## config.mk

```make
export PLATFORM = sky130hd
export DESIGN_NAME = wb_memtest_master_flat
export DESIGN_NICKNAME = d
export VERILOG_FILES = /design/src/rtl/wb_memtest_master_if.sv /design/src/rtl/wb_memtest_master.sv /design/src/flat_wrapper.sv
export SDC_FILE = /design/constraint.sdc
export NUM_CORES = 1
export LEC_CHECK = 0
export CAP_MARGIN = 20
export CORE_MARGIN = 2
export CORE_UTILIZATION = 30
export CTS_BUF_LIST = sky130_fd_sc_hd__clkbuf_4 sky130_fd_sc_hd__clkbuf_8
export DETAILED_ROUTE_END_ITERATION = 10
export PLACE_DENSITY = 0.52
export SYNTH_ARGS = -nofsm -noshare
export SYNTH_HDL_FRONTEND = slang
export SYNTH_SLANG_ARGS = --single-unit
```

## constraint.sdc

```tcl
create_clock -name clk_i -period 5.5 [get_ports clk_i]
set_input_delay 0.55 -clock clk_i [delete_from_list [all_inputs] [get_ports clk_i]]
set_output_delay 0.55 -clock clk_i [all_outputs]
set_load 0.02 [all_outputs]
```

## src/rtl/wb_memtest_master_if.sv

```systemverilog
// Wishbone classic bus between the memtest master and the cached SDRAM slave port.
interface if_wb;
   logic        cyc;
   logic        stb;
   logic        we;
   logic [3:0]  sel;
   logic [31:0] adr;
   logic [31:0] wdat;
   logic [31:0] rdat;
   logic        ack;

   modport master (
      output cyc, stb, we, sel, adr, wdat,
      input  rdat, ack
   );

   modport slave (
      input  cyc, stb, we, sel, adr, wdat,
      output rdat, ack
   );
endinterface

```

## src/rtl/wb_memtest_master.sv

```systemverilog
// Wishbone memory test master: writes an LFSR pattern over a word range, reads it back and compares.
// Define WB_MEMTEST_ADDR_XOR_EN to mix the word address into the pattern, which exposes address aliasing.
module wb_memtest_master #(
   parameter logic [31:0] ADDR_INC  = 32'd4,
   parameter int unsigned TIMEOUT   = 1023,
   parameter logic [31:0] LFSR_TAPS = 32'h80200003
) (
   input  logic        clk_i,
   input  logic        rst_i,
   if_wb.master        bus,
   input  logic        start_i,
   input  logic [31:0] base_i,
   input  logic [15:0] count_i,
   input  logic [31:0] seed_i,
   output logic        busy_o,
   output logic        done_o,
   output logic        pass_o,
   output logic [15:0] err_count_o,
   output logic [31:0] first_err_adr_o,
   output logic        timeout_o
);

`ifdef WB_MEMTEST_ADDR_XOR_EN
   localparam bit ADDR_XOR = 1'b1;
`else
   localparam bit ADDR_XOR = 1'b0;
`endif

   localparam logic [9:0] TMO_LAST = 10'(TIMEOUT - 1);

   typedef enum logic [2:0] {IDLE, WR, GAP, RD, FIN} state_t;

   state_t      state;
   logic [31:0] base_q;
   logic [31:0] seed_q;
   logic [15:0] count_q;
   logic [15:0] idx;
   logic [31:0] lfsr;
   logic [9:0]  tmo_cnt;

   logic [31:0] seed_eff;
   logic [31:0] lfsr_nxt;
   logic [31:0] adr_nxt;
   logic        last;
   logic        mismatch;
   logic        tmo_hit;

   function automatic logic [31:0] lfsr_step(input logic [31:0] l);
      return {1'b0, l[31:1]} ^ (l[0] ? LFSR_TAPS : 32'd0);
   endfunction

   function automatic logic [31:0] pattern(input logic [31:0] l, input logic [31:0] a);
      return l ^ (ADDR_XOR ? a : 32'd0);
   endfunction

   always_comb begin
      seed_eff = (seed_i == 32'd0) ? 32'd1 : seed_i;
      lfsr_nxt = lfsr_step(lfsr);
      adr_nxt  = bus.adr + ADDR_INC;
      last     = (idx == count_q - 16'd1);
      mismatch = (bus.rdat != pattern(lfsr, bus.adr));
      tmo_hit  = (tmo_cnt == TMO_LAST);
   end

   always_ff @(posedge clk_i) begin
      if (!rst_i) begin
         state           <= IDLE;
         base_q          <= '0;
         seed_q          <= '0;
         count_q         <= '0;
         idx             <= '0;
         lfsr            <= '0;
         tmo_cnt         <= '0;
         bus.cyc         <= 1'b0;
         bus.stb         <= 1'b0;
         bus.we          <= 1'b0;
         bus.sel         <= '0;
         bus.adr         <= '0;
         bus.wdat        <= '0;
         busy_o          <= 1'b0;
         done_o          <= 1'b0;
         pass_o          <= 1'b0;
         err_count_o     <= '0;
         first_err_adr_o <= '0;
         timeout_o       <= 1'b0;
      end else begin
         done_o <= 1'b0;
         case (state)
            IDLE: begin
               if (start_i) begin
                  base_q          <= base_i;
                  count_q         <= count_i;
                  seed_q          <= seed_eff;
                  idx             <= '0;
                  tmo_cnt         <= '0;
                  busy_o          <= 1'b1;
                  pass_o          <= 1'b0;
                  err_count_o     <= '0;
                  first_err_adr_o <= '0;
                  timeout_o       <= 1'b0;
                  if (count_i == 16'd0) begin
                     state <= FIN;
                  end else begin
                     // Bus is raised on the same edge so the first strobe follows start by one cycle.
                     state    <= WR;
                     lfsr     <= seed_eff;
                     bus.adr  <= base_i;
                     bus.wdat <= pattern(seed_eff, base_i);
                     bus.cyc  <= 1'b1;
                     bus.stb  <= 1'b1;
                     bus.we   <= 1'b1;
                     bus.sel  <= 4'hF;
                  end
               end
            end

            WR: begin
               if (bus.ack) begin
                  tmo_cnt  <= '0;
                  idx      <= idx + 16'd1;
                  bus.adr  <= adr_nxt;
                  lfsr     <= lfsr_nxt;
                  bus.wdat <= pattern(lfsr_nxt, adr_nxt);
                  if (last) begin
                     state   <= GAP;
                     bus.cyc <= 1'b0;
                     bus.stb <= 1'b0;
                     bus.we  <= 1'b0;
                     bus.sel <= '0;
                  end
               end else if (tmo_hit) begin
                  state     <= FIN;
                  timeout_o <= 1'b1;
                  bus.cyc   <= 1'b0;
                  bus.stb   <= 1'b0;
                  bus.we    <= 1'b0;
                  bus.sel   <= '0;
               end else begin
                  tmo_cnt <= tmo_cnt + 10'd1;
               end
            end

            GAP: begin
               state   <= RD;
               idx     <= '0;
               tmo_cnt <= '0;
               lfsr    <= seed_q;
               bus.adr <= base_q;
               bus.cyc <= 1'b1;
               bus.stb <= 1'b1;
               bus.we  <= 1'b0;
               bus.sel <= 4'hF;
            end

            RD: begin
               if (bus.ack) begin
                  tmo_cnt <= '0;
                  if (mismatch) begin
                     if (err_count_o != 16'hFFFF)
                        err_count_o <= err_count_o + 16'd1;
                     if (err_count_o == 16'd0)
                        first_err_adr_o <= bus.adr;
                  end
                  idx     <= idx + 16'd1;
                  bus.adr <= adr_nxt;
                  lfsr    <= lfsr_nxt;
                  if (last) begin
                     state   <= FIN;
                     bus.cyc <= 1'b0;
                     bus.stb <= 1'b0;
                     bus.sel <= '0;
                  end
               end else if (tmo_hit) begin
                  // The outstanding read is abandoned without being compared.
                  state     <= FIN;
                  timeout_o <= 1'b1;
                  bus.cyc   <= 1'b0;
                  bus.stb   <= 1'b0;
                  bus.sel   <= '0;
               end else begin
                  tmo_cnt <= tmo_cnt + 10'd1;
               end
            end

            FIN: begin
               state  <= IDLE;
               done_o <= 1'b1;
               busy_o <= 1'b0;
               pass_o <= (err_count_o == 16'd0) && !timeout_o;
            end

            default: state <= IDLE;
         endcase
      end
   end

endmodule

```

## src/flat_wrapper.sv

```systemverilog
// flat-port wrapper written by rule: the top's interface ports become plain ports
module wb_memtest_master_flat 
#(
   parameter logic [31:0] ADDR_INC  = 32'd4,
   parameter int unsigned TIMEOUT   = 1023,
   parameter logic [31:0] LFSR_TAPS = 32'h80200003
)
  (clk_i, rst_i, start_i, base_i, count_i, seed_i, busy_o, done_o, pass_o, err_count_o, first_err_adr_o, timeout_o, bus_cyc, bus_stb, bus_we, bus_sel, bus_adr, bus_wdat, bus_rdat, bus_ack);
  if_wb bus_i ();
  input  logic clk_i;
  input  logic rst_i;
  input  logic start_i;
  input  logic [31:0] base_i;
  input  logic [15:0] count_i;
  input  logic [31:0] seed_i;
  output logic busy_o;
  output logic done_o;
  output logic pass_o;
  output logic [15:0] err_count_o;
  output logic [31:0] first_err_adr_o;
  output logic timeout_o;
  output wire logic [$bits(bus_i.cyc)-1:0] bus_cyc;
  output wire logic [$bits(bus_i.stb)-1:0] bus_stb;
  output wire logic [$bits(bus_i.we)-1:0] bus_we;
  output wire logic [$bits(bus_i.sel)-1:0] bus_sel;
  output wire logic [$bits(bus_i.adr)-1:0] bus_adr;
  output wire logic [$bits(bus_i.wdat)-1:0] bus_wdat;
  input wire logic [$bits(bus_i.rdat)-1:0] bus_rdat;
  input wire logic [$bits(bus_i.ack)-1:0] bus_ack;
  assign bus_cyc = bus_i.cyc;
  assign bus_stb = bus_i.stb;
  assign bus_we = bus_i.we;
  assign bus_sel = bus_i.sel;
  assign bus_adr = bus_i.adr;
  assign bus_wdat = bus_i.wdat;
  assign bus_i.rdat = bus_rdat;
  assign bus_i.ack = bus_ack;
  wb_memtest_master #(.ADDR_INC(ADDR_INC), .TIMEOUT(TIMEOUT), .LFSR_TAPS(LFSR_TAPS)) u_core (.clk_i(clk_i), .rst_i(rst_i), .bus(bus_i), .start_i(start_i), .base_i(base_i), .count_i(count_i), .seed_i(seed_i), .busy_o(busy_o), .done_o(done_o), .pass_o(pass_o), .err_count_o(err_count_o), .first_err_adr_o(first_err_adr_o), .timeout_o(timeout_o));
endmodule
```

==> summary.md, run 1 <==
| Metric | Value |
|---|---|
| Switching Share | 0.290 |
| Seq pwr share | 0.425 |
| Hpwl dp | roughly 30 mm |
| GRT Resource Usage Total | 0.202 |
| Endpoints failing setup | 0 |
| Post-synth ARST share | 0 |
| CP arrival | between 3 and 4 ns |
| H-tree levels | 2 |
| Initial Util | 0.304 |
| Slew @ Worst Pin | approximately 1.1 ns |
| Hold Buf Count CTS | 0 |
| GP Congestion | between 0.8 and 0.9 |
| WL final | between 40 and 50 mm |
| CTS tree | built |
| Total Neg Setup Slack | 0 ns |
| Sw power | between 1000 and 1500 uW |
| CTS Root Cell | clkbuf_8 |
| Pleak | around 0.0061 uW |
| TritonRoute pass-1 iters | 5 |
| Via Count | ~13000 |
| Synth top area share | 0.405 |
| Core Area | around 0.042 mm2 |
| Max FO, Critical Path | between 40 and 50 |
| N_diodes | 0 |
| Peak supply drop | between 100 and 150 uV |
| Total CTS buffers | 48 |
| Worst Hold End | u_core.seed_q[22] |
| Initial antenna violation count | 1 |
| Int Pwr | roughly 3500 uW |
| Fmax | 317 MHz |
| Placed cell areas | ~0.016 mm2 |
| Area leader, netlist | dfxtp_1 |
| Unique masters post-synth | 67 |
| Clock Power Share | 0.412 |
| Avg Cell Area, Syn | ~7.7 um2 |
| Synthesized net count | about 1800 |
| Yosys warning total | 0 |
| Largest net degree at the start of global routing | 88 |
| Top cells by area, synth | dfxtp_1 (41%), nand2_1 (11%), a21oi_1 (5.3%), o21ai_0 (4.5%), nor2_1 (3.4%) |
| Grt total ovfl | 0 |
| Core Rows | 75 |
| R2R Setup Slk | between 2 and 2.5 ns |
| Max-cap viol count | 0 |
| Layout cells sized above 1 | 0.0872 |
| Nets@finish | 1960 |
| Ys flop type | dfxtp_1 |
| Hold Path Origin | u_core.seed_q[22] |
| Fillers | approximately 4300 |
| Clock Tree Buf Depth | 3 |
| Syn-to-layout area delta | 29.7% |
| EDFF count, synth | 0 |
| Worst Path Required | around 6.0 ns |
| Port bufs | roughly 240 |
| DRC viols | 0 |
| Period utilisation layout | 0.574 |
| Clock-pin slew on the worst setup and hold paths | approximately 0.06 ns |
| Worst skew pair latency | slightly above 0.6 ns |
| Seq cells post-synth | ~260 |
| Hold Vio Cnt, Final | 0 |
| Die W | between 200 and 250 um |
| RSZ-0062 raised after global routing | no |
| Clk sink count | 259 |
| Logic pwr share | 0.163 |
| R2R cell count | 8 |
| I/O pins | 239 |
| Drt wl/cell | about 19 um |
| Hold Crit Class | reg2reg |
| Synth Cell Area | between 0.01 and 0.015 mm2 |
| Hold depth | 2 |
| Run status | complete, no violations |
| Vias in the first global route | around 12000 |
| Post-route ant nets | 0 |
| Critical path type | reg2reg |
| Worst R2R Start | u_core.state[0] |
| Final std cells w/o fill | around 2400 |
| Reg2Reg Capture Point | u_core.err_count_o[11] |
| Post-CTS sizing | 0 |
| Fin crit period | 3.16 ns |
| Cells after Synth | between 1500 and 2000 |
| Max-slew violation count | 0 |
| 1st-iter DRT viols | 1017 |
| Critical Path End Type | flip-flop |
| Cells after DPL | ~2300 |
| First-pass GRT wire length | just over 70 mm |
| Post-synthesis sequential area ratio | 0.405 |
| Setup Skew | approximately 0.021 ns |
| Nature of the critical path startpoint | flip-flop |
| Post-CTS Setup Bufs | 0 |
| P per Cell Area | 296 mW/mm2 |
| Die Y | about 210 um |
| Most common library cell in the layout ignoring fill and taps | nand2_1 |
| Final Cell Area | approximately 0.017 mm2 |
| Via density | between 5 and 6 |
| Commonest non-fill, non-tap cells in the layout | nand2_1 (357), dfxtp_1 (257), clkdlybuf4s50_1 (237) |
| Die ar. | around 0.044 mm2 |
| Worst slew margin | 0.283 |
## flip-flops by register name, summed over array words and instances, names as in the netlist
register                cells
u_core.bus.wdat            32
u_core.bus.adr             32
u_core.state                3
u_core.base_q              32
u_core.bus.we               1
u_core.lfsr                32
u_core.pass_o               1
u_core.tmo_cnt             10
u_core.first_err_adr_o     32
u_core.count_q             16
u_core.busy_o               1
u_core.done_o               1
u_core.idx                 16
u_core.timeout_o            1
u_core.err_count_o         16
u_core.seed_q              32
u_core.bus.sel              1
## kinds of logic (layout without fill, tap and decap cells)
logic type	count (synthesis)	count (layout)	synth area share
and+or+nand+nor	704	704	0.250
AOI/OAI and AO/OA	457	457	0.233
DFF	259	259	0.405
buffers and inverters	148	359	0.0466
xor gates and xnor gates	71	71	0.0486
muxes	13	13	0.0102
adders and majority gates	7	7	0.00685
## metal layers
metal	track usage	wire, um	vias up
met5	0	11	-
met3	0.0392	2670	63
met4	0.0602	904	2
li1	-	-	6202
met1	0.276	21200	6095
met2	0.321	20600	366
## layout make-up
cell class | count | area [um2] | area share
multi-input cells | 1252 | 7060 | 0.426
flip-flops and latches | 259 | 5190 | 0.313
clock buffers | 80 | 1030 | 0.0618
clock inverters | 3 | 18.8 | 0.00113
inverters | 16 | 62.6 | 0.00377
repair buffers | 260 | 2560 | 0.154
well taps | 539 | 674 | 0.0406
## power groups by stage
| stage | Sequential, uW | Clock [uW] | Combinational [uW] |
|---|---|---|---|
| after floorplan | 2140 | 0 | 427 |
| after global placement | 2130 | 0 | 789 |
| after detailed placement | 2130 | 0 | 797 |
| after CTS | 2090 | 2080 | 801 |
| after global routing | 2100 | 2170 | 876 |
| final | 2090 | 2030 | 800 |
## through the flow
step                total power [uW]  hold slack (ns)   util  worst slack, ns
floorplan                       2570            0.436      -             3.13
global placement                2920            0.441  0.369             1.97
detailed placement              2920            0.446  0.369             1.91
CTS                             4970            0.455  0.394             2.32
global route                    5150            0.471  0.395             1.88
finish                          4920            0.453  0.395             2.34
## synthesized netlist by cell type, drive strengths merged, types with 14 or more instances
cell	instances
buf	24
and2	17
nand4	31
nor4	23
o21ai	115
dfxtp	259
nand2	359
xnor2	46
inv	16
a22oi	52
nand3	53
clkbuf	108
a21boi	26
a21oi	136
and3	14
o31ai	15
nor2	117
xor2	25
nor3	31
a31o	27
o211a	26
## critical path: stages (launching register included)
cell and delay (ns):
dfxtp_2 0.45, buf_4 0.52, nor2b_1 0.30, nand4_1 0.12, nor4_1 0.19, nand4_1 0.29
nand3_1 0.82, or4_1 0.22, a21oi_1 0.07
## worst max-delay path by stage
| stage | startpoint | endpoint | slack [ns] | cells after the start |
|---|---|---|---|---|
| after floorplan | u_core.count_q[0] | u_core.bus.sel[2] | 3.13 | 9 |
| final | u_core.state[0] | u_core.err_count_o[11] | 2.34 | 8 |
| after detailed placement | start_i | u_core.err_count_o[11] | 1.91 | 7 |
| after CTS | u_core.state[0] | u_core.err_count_o[0] | 2.32 | 8 |
| after global placement | bus_rdat[3] | u_core.err_count_o[0] | 1.97 | 8 |
| after global routing | u_core.state[0] | u_core.err_count_o[6] | 1.88 | 8 |
(Power assumes the default switching activity.)
==> inputs of run 2 (changes only) <==
--- a/config.mk
+++ b/config.mk
@@ -10,7 +10,7 @@
 export CORE_UTILIZATION = 30
 export CTS_BUF_LIST = sky130_fd_sc_hd__clkbuf_4 sky130_fd_sc_hd__clkbuf_8
 export DETAILED_ROUTE_END_ITERATION = 10
-export PLACE_DENSITY = 0.52
+export PLACE_DENSITY = 0.54
 export SYNTH_ARGS = -nofsm -noshare
 export SYNTH_HDL_FRONTEND = slang
 export SYNTH_SLANG_ARGS = --single-unit
==> constraint.sdc (replaced) <==
create_clock -name clk_i -period 2.6 [get_ports clk_i]
set_input_delay 0.26 -clock clk_i [delete_from_list [all_inputs] [get_ports clk_i]]
set_output_delay 0.26 -clock clk_i [all_outputs]
set_load 0.02 [all_outputs]
==> summary.md, run 2 (synthesis gave the netlist of run 1 again) <==
| Metric | Value |
|---|---|
| Run status | complete, no violations (unchanged) |
| Critical Path End Type | flip-flop (unchanged) |
| First-pass GRT wire length | 70.4 mm (was 70.9 mm) |
| 1st-iter DRT viols | 895 (was 1017) |
| Syn-to-layout area delta | 33.3% (was 29.7%) |
| Vias in the first global route | 12481 (was 12115) |
| Worst slew margin | 0.488 (was 0.283) |
| Cells after DPL | 2385 (was 2324) |
| Hold Vio Cnt, Final | 0 (unchanged) |
| Via density | 5.31 (was 5.28) |
| Max FO, Critical Path | 6 (was 43) |
| Most common library cell in the layout ignoring fill and taps | nand2_1 (unchanged) |
| TritonRoute pass-1 iters | 5 (unchanged) |
| Peak supply drop | 336 uV (was 149 uV) |
| Critical path type | reg2reg (unchanged) |
| Initial Util | 0.304 (unchanged) |
| Slew @ Worst Pin | 0.767 ns (was 1.07 ns) |
| Fmax | 403 MHz (was 317 MHz) |
| Post-CTS Setup Bufs | 0 (unchanged) |
| Period utilisation layout | 0.955 (was 0.574) |
| Total Neg Setup Slack | 0 ns (unchanged) |
| WL final | 45.1 mm (was 45.4 mm) |
| Hold Crit Class | in2reg (was reg2reg) |
| Slack of the critical path | 0.118 ns (was 2.34 ns) |
| Setup Skew | 0.0208 ns (was 0.0214 ns) |
| Grt total ovfl | 0 (unchanged) |
| DRC viols | 0 (unchanged) |
| Worst skew pair latency | 0.61 ns (was 0.62 ns) |
| GRT Resource Usage Total | 0.199 (was 0.202) |
| Core Area | 0.0420 mm2 (unchanged) |
| Die ar. | 0.0443 mm2 (unchanged) |
| Post-route ant nets | 0 (unchanged) |
| Final std cells w/o fill | 2463 (was 2409) |
| CP arrival | 2.99 ns (was 3.62 ns) |
| Clock Tree Buf Depth | 3 (unchanged) |
| H-tree levels | 2 (unchanged) |
| RSZ-0062 raised after global routing | no (unchanged) |
| Total CTS buffers | 47 (was 48) |
| Port bufs | 238 (unchanged) |
| Worst slack, placed | -0.180 ns (was 1.91 ns) |
| Drt wl/cell | 18.3 um (was 18.9 um) |
| Initial antenna violation count | 2 (was 1) |
| Final Total Pwr | 10200 uW (was 4920 uW) |
| Max-slew violation count | 0 (unchanged) |
| Hpwl dp | 30.3 mm (was 29.6 mm) |
| Pleak | 0.00634 uW (was 0.00605 uW) |
| Worst Path Required | 3.10 ns (was 5.96 ns) |
| Layout cells sized above 1 | 0.112 (was 0.0872) |
| Endpoints failing setup | 0 (unchanged) |
| Die W | 210 um (unchanged) |
| CTS Root Cell | clkbuf_8 (unchanged) |
| Clk sink count | 259 (unchanged) |
| Nets@finish | 2018 (was 1960) |
| P per Cell Area | 600 mW/mm2 (was 296 mW/mm2) |
| Fillers | 4330 (was 4291) |
| Post-CTS sizing | 0 (unchanged) |
| Die Y | 210 um (unchanged) |
| Core Rows | 75 (unchanged) |
| Nature of the critical path startpoint | flip-flop (unchanged) |
| CTS tree | built (unchanged) |
| GP Congestion | 0.801 (was 0.806) |
| Largest net degree at the start of global routing | 85 (was 88) |
| Via Count | 13078 (was 12728) |
| Max-cap viol count | 0 (unchanged) |
| Hold Buf Count CTS | 0 (unchanged) |
| Clock-pin slew on the worst setup and hold paths | 0.06 ns (about the same) |
| Fin crit period | 2.48 ns (was 3.16 ns) |
| Commonest non-fill, non-tap cells in the layout | nand2_1 (357), dfxtp_1 (257), clkdlybuf4s50_1 (237) (unchanged) |
| I/O pins | 239 (unchanged) |
run 2: routing by layer:
metal	global-route usage	up-vias	routed length, um	part of all wire
met3	0.0407	80	2830	0.063
met4	0.0656	2	1150	0.025
met2	0.320	448	20500	0.45
met1	0.268	6234	20600	0.46
met5	0	-	16	0.00036
li1	-	6314	-	-
run 2: path summary, 6_finish.rpt:
| check | start | to | slack, ns | cells past startpoint |
|---|---|---|---|---|
| worst max-delay path | u_core.count_q[0] | u_core.bus.sel[2] | 0.12 | 9 |
| worst min-delay path | rst_i | u_core.bus.sel[2] | 0.11 | 2 |
| worst max register to register | u_core.count_q[0] | u_core.bus.sel[2] | 0.12 | 9 |
| worst min register to register | u_core.seed_q[16] | u_core.seed_q[16] | 0.45 | 2 |
run 2: final cells by class:
type                       count  area (um2)  share of cell area
multi-input combinational   1252        7060               0.414
sequential                   259        5190               0.304
timing repair buffer         319        3110               0.182
clock buffer                  71         890              0.0522
tap                          539         674              0.0396
inverter                      16        62.6             0.00367
clock inverter                 6        61.3             0.00360
antenna                        1        2.50            0.000147
run 2: power by group:
group | switching [uW] | internal [uW]
combinational | 1020 | 819
sequential | 202 | 4180
clock | 1760 | 2260
total | 2970 | 7260
run 2: worst max-delay path, stage by stage, from the launching register on:
cell and delay, ns:
dfxtp_1 0.30, inv_1 0.06, ha_1 0.16, nor4b_4 0.37, nand2b_1 0.11, a211o_1 0.33, a2111oi_4 0.33, o2111a_2 0.34
nor2b_2 0.08, o311a_1 0.32
run 2: metrics by stage:
step	hold slack, ns	utilization	area (um2)
floorplan	0.366	-	12800
global placement	0.441	0.383	16100
detailed placement	0.447	0.383	16100
CTS	0.0491	0.406	17000
global route	0.0841	0.406	17100
finish	0.111	0.406	17100
